File: src/rtl/fetch_unit_pkg.sv
// Shared encodings, FSM states and default widths for the instruction-fetch stage.
package fetch_pkg;
    localparam int FETCH_PC_W          = 12;
    localparam int FETCH_INSTR_W       = 19;
    localparam int FETCH_STACK_DEPTH   = 8;

    localparam logic [1:0] PCSEL_SEQ = 2'd0;
    localparam logic [1:0] PCSEL_JMP = 2'd1;
    localparam logic [1:0] PCSEL_RET = 2'd2;
    localparam logic [1:0] PCSEL_BR  = 2'd3;

    localparam logic [FETCH_INSTR_W-1:0] FETCH_NOP = '0;

    typedef enum logic [1:0] {
        ST_IDLE,
        ST_LOAD,
        ST_RUN,
        ST_HALTED
    } fetch_state_t;
endpackage

File: src/rtl/fetch_unit_if.sv
// Control/status bundle between the decode-stage controller and the fetch unit.
interface fetch_unit_if #(
    parameter int PC_W    = 12,
    parameter int INSTR_W = 19
);
    logic               start;
    logic               halt;
    logic               hazard;
    logic               pcWriteCU;
    logic [1:0]         pcSel;
    logic               push;
    logic               pop;
    logic [PC_W-1:0]    jumpAddr;
    logic [7:0]         branchOff;
    logic [PC_W-1:0]    pc;
    logic [INSTR_W-1:0] ifidInstr;
    logic [PC_W-1:0]    ifidPc;
    logic               stackErr;

    modport master (
        output start, halt, hazard, pcWriteCU, pcSel, push, pop, jumpAddr, branchOff,
        input  pc, ifidInstr, ifidPc, stackErr
    );

    modport slave (
        input  start, halt, hazard, pcWriteCU, pcSel, push, pop, jumpAddr, branchOff,
        output pc, ifidInstr, ifidPc, stackErr
    );
endinterface

File: src/rtl/fetch_unit_return_stack.sv
// Return-address stack; FETCH_STACK_GUARD_EN adds overflow/underflow detection,
// otherwise the pointer wraps and old entries are overwritten.
module return_stack #(
    parameter int DATA_W = 12,
    parameter int DEPTH  = 8
) (
    input  logic              clk,
    input  logic              rst_n,
    input  logic              clear,
    input  logic              push,
    input  logic              pop,
    input  logic [DATA_W-1:0] wdata,
    output logic [DATA_W-1:0] top,
    output logic              err
);
    localparam int IDX_W = $clog2(DEPTH);

    logic [DATA_W-1:0] mem [DEPTH];
    logic [IDX_W-1:0]  wr_idx;
    logic [IDX_W-1:0]  rd_idx;

    assign rd_idx = wr_idx - 1'b1;

`ifdef FETCH_STACK_GUARD_EN
    // One extra pointer bit distinguishes full (sp==DEPTH) from empty.
    logic [IDX_W:0] sp;
    logic           full;
    logic           empty;
    logic           err_q;

    assign wr_idx = sp[IDX_W-1:0];
    assign full   = (sp == (IDX_W+1)'(DEPTH));
    assign empty  = (sp == '0);
    assign top    = empty ? '0 : mem[rd_idx];
    assign err    = err_q;

    always_ff @(posedge clk or negedge rst_n) begin
        if (!rst_n) begin
            sp    <= '0;
            err_q <= 1'b0;
        end else if (clear) begin
            sp    <= '0;
            err_q <= 1'b0;
        end else if (push) begin
            if (full) err_q <= 1'b1;
            else      sp    <= sp + 1'b1;
        end else if (pop) begin
            if (empty) err_q <= 1'b1;
            else       sp    <= sp - 1'b1;
        end
    end

    always_ff @(posedge clk) begin
        if (push && !full) mem[wr_idx] <= wdata;
    end
`else
    logic [IDX_W-1:0] sp;

    assign wr_idx = sp;
    assign top    = mem[rd_idx];
    assign err    = 1'b0;

    always_ff @(posedge clk or negedge rst_n) begin
        if (!rst_n)     sp <= '0;
        else if (clear) sp <= '0;
        else if (push)  sp <= sp + 1'b1;
        else if (pop)   sp <= sp - 1'b1;
    end

    always_ff @(posedge clk) begin
        if (push) mem[wr_idx] <= wdata;
    end
`endif
endmodule

File: src/rtl/fetch_unit.sv
// Instruction-fetch stage: PC, return stack and IF/ID register.
// Optional stack guard enabled by defining FETCH_STACK_GUARD_EN.
module fetch_unit
    import fetch_pkg::*;
#(
    parameter int PC_W        = FETCH_PC_W,
    parameter int INSTR_W     = FETCH_INSTR_W,
    parameter int STACK_DEPTH = FETCH_STACK_DEPTH
) (
    input  logic               clk,
    input  logic               rst,
    fetch_unit_if.slave        bus,
    input  logic [INSTR_W-1:0] instrIn,
    output logic [PC_W-1:0]    instrAddr
);
    fetch_state_t state, state_nx;

    logic [PC_W-1:0]        pc_p0;
    logic [PC_W-1:0]        pc_nx;
    logic [INSTR_W-1:0]     ifid_instr_p1;
    logic [PC_W-1:0]        ifid_pc_p1;
    logic signed [PC_W-1:0] br_off;
    logic [PC_W-1:0]        stack_top;
    logic                   stack_err;
    logic                   advance;
    logic                   load;

    assign load    = (state == ST_LOAD);
    assign advance = (state == ST_RUN) && !bus.hazard;
    assign br_off  = {{(PC_W-8){bus.branchOff[7]}}, bus.branchOff};

    always_ff @(posedge clk or negedge rst) begin
        if (!rst) state <= ST_IDLE;
        else      state <= state_nx;
    end

    always_comb begin
        state_nx = state;
        case (state)
            ST_IDLE:   if (bus.start)  state_nx = ST_LOAD;
            ST_LOAD:   if (!bus.start) state_nx = ST_RUN;
            ST_RUN:    if (bus.halt)   state_nx = ST_HALTED;
            ST_HALTED: if (bus.start)  state_nx = ST_LOAD;
            default:                   state_nx = ST_IDLE;
        endcase
    end

    always_comb begin
        pc_nx = pc_p0 + 1'b1;
        case (bus.pcSel)
            PCSEL_JMP: pc_nx = bus.jumpAddr;
            PCSEL_RET: pc_nx = stack_top;
            PCSEL_BR:  pc_nx = ifid_pc_p1 + br_off;
            default:   pc_nx = pc_p0 + 1'b1;
        endcase
    end

    // ---- stage 0: program counter
    always_ff @(posedge clk or negedge rst) begin
        if (!rst)                          pc_p0 <= '0;
        else if (load)                     pc_p0 <= '0;
        else if (advance && bus.pcWriteCU) pc_p0 <= pc_nx;
    end

    // ---- stage 1: IF/ID register; any redirect flushes in a bubble
    always_ff @(posedge clk or negedge rst) begin
        if (!rst) begin
            ifid_instr_p1 <= INSTR_W'(FETCH_NOP);
            ifid_pc_p1    <= '0;
        end else if (advance) begin
            if (bus.pcSel == PCSEL_SEQ) begin
                ifid_instr_p1 <= instrIn;
                ifid_pc_p1    <= pc_p0;
            end else begin
                ifid_instr_p1 <= INSTR_W'(FETCH_NOP);
            end
        end
    end

    // Push wins over a simultaneous pop; the return target is read before the update.
    return_stack #(
        .DATA_W (PC_W),
        .DEPTH  (STACK_DEPTH)
    ) u_stack (
        .clk   (clk),
        .rst_n (rst),
        .clear (load),
        .push  (advance && bus.push),
        .pop   (advance && bus.pop && !bus.push),
        .wdata (ifid_pc_p1 + 1'b1),
        .top   (stack_top),
        .err   (stack_err)
    );

    assign instrAddr     = pc_p0;
    assign bus.pc        = pc_p0;
    assign bus.ifidInstr = ifid_instr_p1;
    assign bus.ifidPc    = ifid_pc_p1;
    assign bus.stackErr  = stack_err;
endmodule

File: src/flat_wrapper.sv
// flat-port wrapper written by rule: the top's interface ports become plain ports
module fetch_unit_flat import fetch_pkg::*;
#(
    parameter int PC_W        = FETCH_PC_W,
    parameter int INSTR_W     = FETCH_INSTR_W,
    parameter int STACK_DEPTH = FETCH_STACK_DEPTH
)
  (clk, rst, instrIn, instrAddr, bus_start, bus_halt, bus_hazard, bus_pcWriteCU, bus_pcSel, bus_push, bus_pop, bus_jumpAddr, bus_branchOff, bus_pc, bus_ifidInstr, bus_ifidPc, bus_stackErr);
  fetch_unit_if #(.PC_W(PC_W), .INSTR_W(INSTR_W)) bus_i ();
  input  logic clk;
  input  logic rst;
  input  logic [INSTR_W-1:0] instrIn;
  output logic [PC_W-1:0] instrAddr;
  input wire logic [$bits(bus_i.start)-1:0] bus_start;
  input wire logic [$bits(bus_i.halt)-1:0] bus_halt;
  input wire logic [$bits(bus_i.hazard)-1:0] bus_hazard;
  input wire logic [$bits(bus_i.pcWriteCU)-1:0] bus_pcWriteCU;
  input wire logic [$bits(bus_i.pcSel)-1:0] bus_pcSel;
  input wire logic [$bits(bus_i.push)-1:0] bus_push;
  input wire logic [$bits(bus_i.pop)-1:0] bus_pop;
  input wire logic [$bits(bus_i.jumpAddr)-1:0] bus_jumpAddr;
  input wire logic [$bits(bus_i.branchOff)-1:0] bus_branchOff;
  output wire logic [$bits(bus_i.pc)-1:0] bus_pc;
  output wire logic [$bits(bus_i.ifidInstr)-1:0] bus_ifidInstr;
  output wire logic [$bits(bus_i.ifidPc)-1:0] bus_ifidPc;
  output wire logic [$bits(bus_i.stackErr)-1:0] bus_stackErr;
  assign bus_i.start = bus_start;
  assign bus_i.halt = bus_halt;
  assign bus_i.hazard = bus_hazard;
  assign bus_i.pcWriteCU = bus_pcWriteCU;
  assign bus_i.pcSel = bus_pcSel;
  assign bus_i.push = bus_push;
  assign bus_i.pop = bus_pop;
  assign bus_i.jumpAddr = bus_jumpAddr;
  assign bus_i.branchOff = bus_branchOff;
  assign bus_pc = bus_i.pc;
  assign bus_ifidInstr = bus_i.ifidInstr;
  assign bus_ifidPc = bus_i.ifidPc;
  assign bus_stackErr = bus_i.stackErr;
  fetch_unit #(.PC_W(PC_W), .INSTR_W(INSTR_W), .STACK_DEPTH(STACK_DEPTH)) u_core (.clk(clk), .rst(rst), .bus(bus_i), .instrIn(instrIn), .instrAddr(instrAddr));
endmodule
File: config.mk
export PLATFORM = sky130hd
export DESIGN_NAME = fetch_unit_flat
export DESIGN_NICKNAME = d
export VERILOG_FILES = /design/src/rtl/fetch_unit_pkg.sv /design/src/rtl/fetch_unit_if.sv /design/src/rtl/fetch_unit_return_stack.sv /design/src/rtl/fetch_unit.sv /design/src/flat_wrapper.sv
export SDC_FILE = /design/constraint.sdc
export NUM_CORES = 1
export LEC_CHECK = 0
export ABC_AREA = 1
export CAP_MARGIN = 0
export CORE_MARGIN = 2
export CORE_UTILIZATION = 40
export CTS_CLUSTER_SIZE = 16
export DETAILED_ROUTE_END_ITERATION = 12
export HOLD_SLACK_MARGIN = 0.1
export PLACE_DENSITY = 0.66
export SYNTH_ARGS = -nofsm -noshare
export SYNTH_HDL_FRONTEND = slang
export SYNTH_SLANG_ARGS = --single-unit
File: constraint.sdc
create_clock -name clk -period 3.35 [get_ports clk]
set_input_delay 0.8375 -clock clk [delete_from_list [all_inputs] [get_ports clk]]
set_output_delay 0.8375 -clock clk [all_outputs]
set_load 0.005 [all_outputs]
==> impl_results.md <==
* Yosys top cell area share at 0.398
* Ys async rst share at 0.333
* Crit-path leading delay family: simple AND/OR/NAND/NOR gates
* Grt ovf at 0
* Crit-path max cell delay at 0.63 ns
* WP data required at 3.46 ns
* Routability Congestion at 0.874
* Final Power at 7.23 mW
* Clock Path Buffers at 2
* Yosys warns at 0
* Post-CTS Hold Fix Bufs at 0
* Distinct cell type count after synthesis at 35
* Leak pwr at 3.77 nW
* Total GRT Usage at 0.208
* Clock root buffer: clkbuf_16
* Die Width at 139 µm
* Clk slew on worst S/H paths at 0.06 ns
* Result of the run: complete, no violations
* Syn nets at 863
* Slew headroom at 0.489
* Post_cts resized at 0
* Layout cells sized above 1 at 0.0747
* Critical Path Fanout Max at 8
* RSZ-0062 raised after global routing: false
* Vias at 5850
* Placeable Area at 17800 µm²
* Critical-path top delay cell: xor2_1
* Cts bufs inserted at 17
* Crit. path cell count at 6
* Data arrival time of the worst path at 2.65 ns
* Number of H-tree levels at 4
* Max Cap Viol at 0
* CP Capture Point: u_core.u_stack.mem[2][10]
* Crit start category: flop
* Sequential power share at 0.354
* EDFF count, synth at 96
* Worst Skew at 0.0101 ns
* Net Sw Frac at 0.381
* Worst R2R Start: u_core.bus.ifidPc[1]
* Largest net degree at the start of global routing at 52
* Via density per instance at 5.14
* Ranking of synthesized cells by area: edfxtp_1 40%, dfrtp_1 17%, nand2_1 9.7%
* CTS sink count at 144
* Gate Count Post-Synth at 795
* Core Rows at 49
* Worst Setup SP: u_core.bus.ifidPc[1]
* Slew Limit Fails at 0
* Slew @ Worst Pin at 0.765 ns
* Register area share after synthesis at 0.564
* Setup Fix Bufs, Post-CTS at 0
* Drt wl/cell at 17.3 µm
* Syn-to-layout area delta at 25.3%
* Yosys reg bits at 144
* Max VDD drop at 0.000468 V
* Antenna diodes at 0
* HP Class: input pin to asynchronous set/reset pin
* Area of the multi-input gates at 2690 µm²
* Max Clock Freq at 394 MHz
* Pre-antenna DRT Iters at 5
* Post-route DRC violation count at 0
* WP buf/inv at 0
* Cell chain of the critical path: ha_1 > nand3_1 > nor3_2 > nand3_1 > nor3_1 > xor2_1
* Most common cell in the netlist: nand2_1
* Most Frequent Cell on Critical Path: nand3_1
* Post-Syn Area at 7240 µm²
* Mean Syn Cell Area at 9.11 µm²
* Crit Path Class: flop to flop
* Die area at 19200 µm²
* Worst setup margin at 0.809 ns
* Final net count at 965
* Initial antenna violation count at 0
* Int Pwr at 4.47 mW
* Pre-CTS setup slack at 0.607 ns
* Filler cell count at 1618
* Clock power frac at 0.259
* R2r setup slk at 0.81 ns
* Reg2reg path depth at 6
* Number of global-route vias before repair at 5644
* Starting density of the core at 0.406
* Cell taking the most area after synthesis: edfxtp_1
* Final Cycle Share at 0.759
* Vert. Die Dim at 139 µm
* Post-synth top flop: edfxtp_1
* First-pass GRT wire length at 31000 µm
* Crit path capture type: flop
* Final HPWL DP at 13500 µm
* Reg2reg end: u_core.u_stack.mem[2][10]
* Port-buffer cells at 103
* Boundary Pins at 105
* Period minus WS final at 2.54 ns
* Power Dens Cells at 796 nW/µm²
* Initial DRC Count at 512
* CTS tree: built
* Final setup fails at 0
* Antenna-violating nets left at 0
* Later-pin clock latency in the skew report at 0.42 ns
* Commonest cells in the synthesized netlist: 188 x nand2_1, 110 x nor2_1, 96 x edfxtp_1
* Register Area at 4080 µm²
* Post-Route WL at 19700 µm
* Comb pwr share at 0.386
* Psw at 2.75 mW
* Final TNS setup at 0 ns
* Fin. Hold Viols at 0
[flip-flops by register name, indices dropped and copies added, names as in the netlist]
register	cells
u_core.u_stack.mem	96
u_core.bus.ifidInstr	19
u_core.bus.ifidPc	12
u_core.bus.pc	12
u_core.u_stack.sp	3
u_core.state	2
[cell type report]
cell class                 count  share of cell area
sequential                   144               0.450
multi-input combinational    544               0.296
timing repair buffer         124               0.130
clock buffer                  19              0.0477
tap                          229              0.0316
inverter                      66              0.0273
clock inverter                13              0.0168
[per-stage QoR]
step,hold WS [ns],utilization,std cells,cell area (µm²)
after floorplan,0.473,-,795,7240
after detailed placement,0.465,0.476,1107,8490
after global routing,0.400,0.509,1139,9070
final,0.378,0.509,1139,9070
after CTS,0.380,0.509,1139,9070
after global placement,0.462,0.476,1107,8490
[logic make-up after synthesis]
logic type,share of synthesized area
xor+xnor,0.0204
simple gates,0.226
other cells,0.000518
mux,0.00155
buf+inv,0.0667
compound gates,0.0871
flops,0.564
fa+ha+maj,0.0339
[worst min-delay path by stage]
stage                                   startpoint                       end  depth (start not counted)
final                                          rst          u_core.bus.pc[8]                          1
after global routing                           rst         u_core.bus.pc[10]                          1
after CTS                                      rst         u_core.bus.pc[10]                          1
after detailed placement  u_core.bus.ifidInstr[18]  u_core.bus.ifidInstr[18]                          2
after global placement    u_core.bus.ifidInstr[15]  u_core.bus.ifidInstr[15]                          2
after floorplan            u_core.bus.ifidInstr[0]   u_core.bus.ifidInstr[0]                          2
[layer usage]
| metal | up-vias | wire, µm | track usage |
|---|---|---|---|
| met5 | - | 0 | 0 |
| met4 | 0 | 378 | 0.0666 |
| met3 | 28 | 1770 | 0.0559 |
| met2 | 243 | 8720 | 0.314 |
| met1 | 2720 | 8850 | 0.294 |
| li1 | 2859 | - | - |
[cell usage in the layout, fill, tap and decap left out, types with 2 or more instances in the layout]
cell type,synthesis,layout
clkdlybuf4s50_1,0,102
nor3_2,2,4
nand3b_1,5,5
nor2_2,2,3
inv_1,61,61
nand4_1,5,5
nand2_1,188,188
buf_4,14,21
ha_1,18,18
a21oi_1,13,13
clkbuf_16,0,17
clkinv_1,2,2
clkinv_4,0,2
clkinvlp_4,0,2
nand3_1,71,71
nor2_1,110,109
inv_6,0,5
o21ai_0,75,75
xor2_1,12,12
o211ai_1,16,16
dfrtp_1,48,48
bufinv_16,0,2
xnor2_1,3,3
inv_2,3,3
edfxtp_1,96,96
o21ai_1,7,7
nand3_2,2,2
nor3_1,6,4
clkbuf_1,7,2
[power by group through the flow]
| stage | Sequential (mW) | Clock (mW) | Combinational [mW] |
|---|---|---|---|
| finish | 2.56 | 1.87 | 2.79 |
| CTS | 2.55 | 1.90 | 2.80 |
| floorplan | 2.50 | 0 | 1.68 |
| global placement | 2.58 | 0 | 2.76 |
| global route | 2.59 | 1.99 | 3.10 |
| detailed placement | 2.58 | 0 | 2.78 |
No activity file was read; power rests on OpenSTA's default activity.
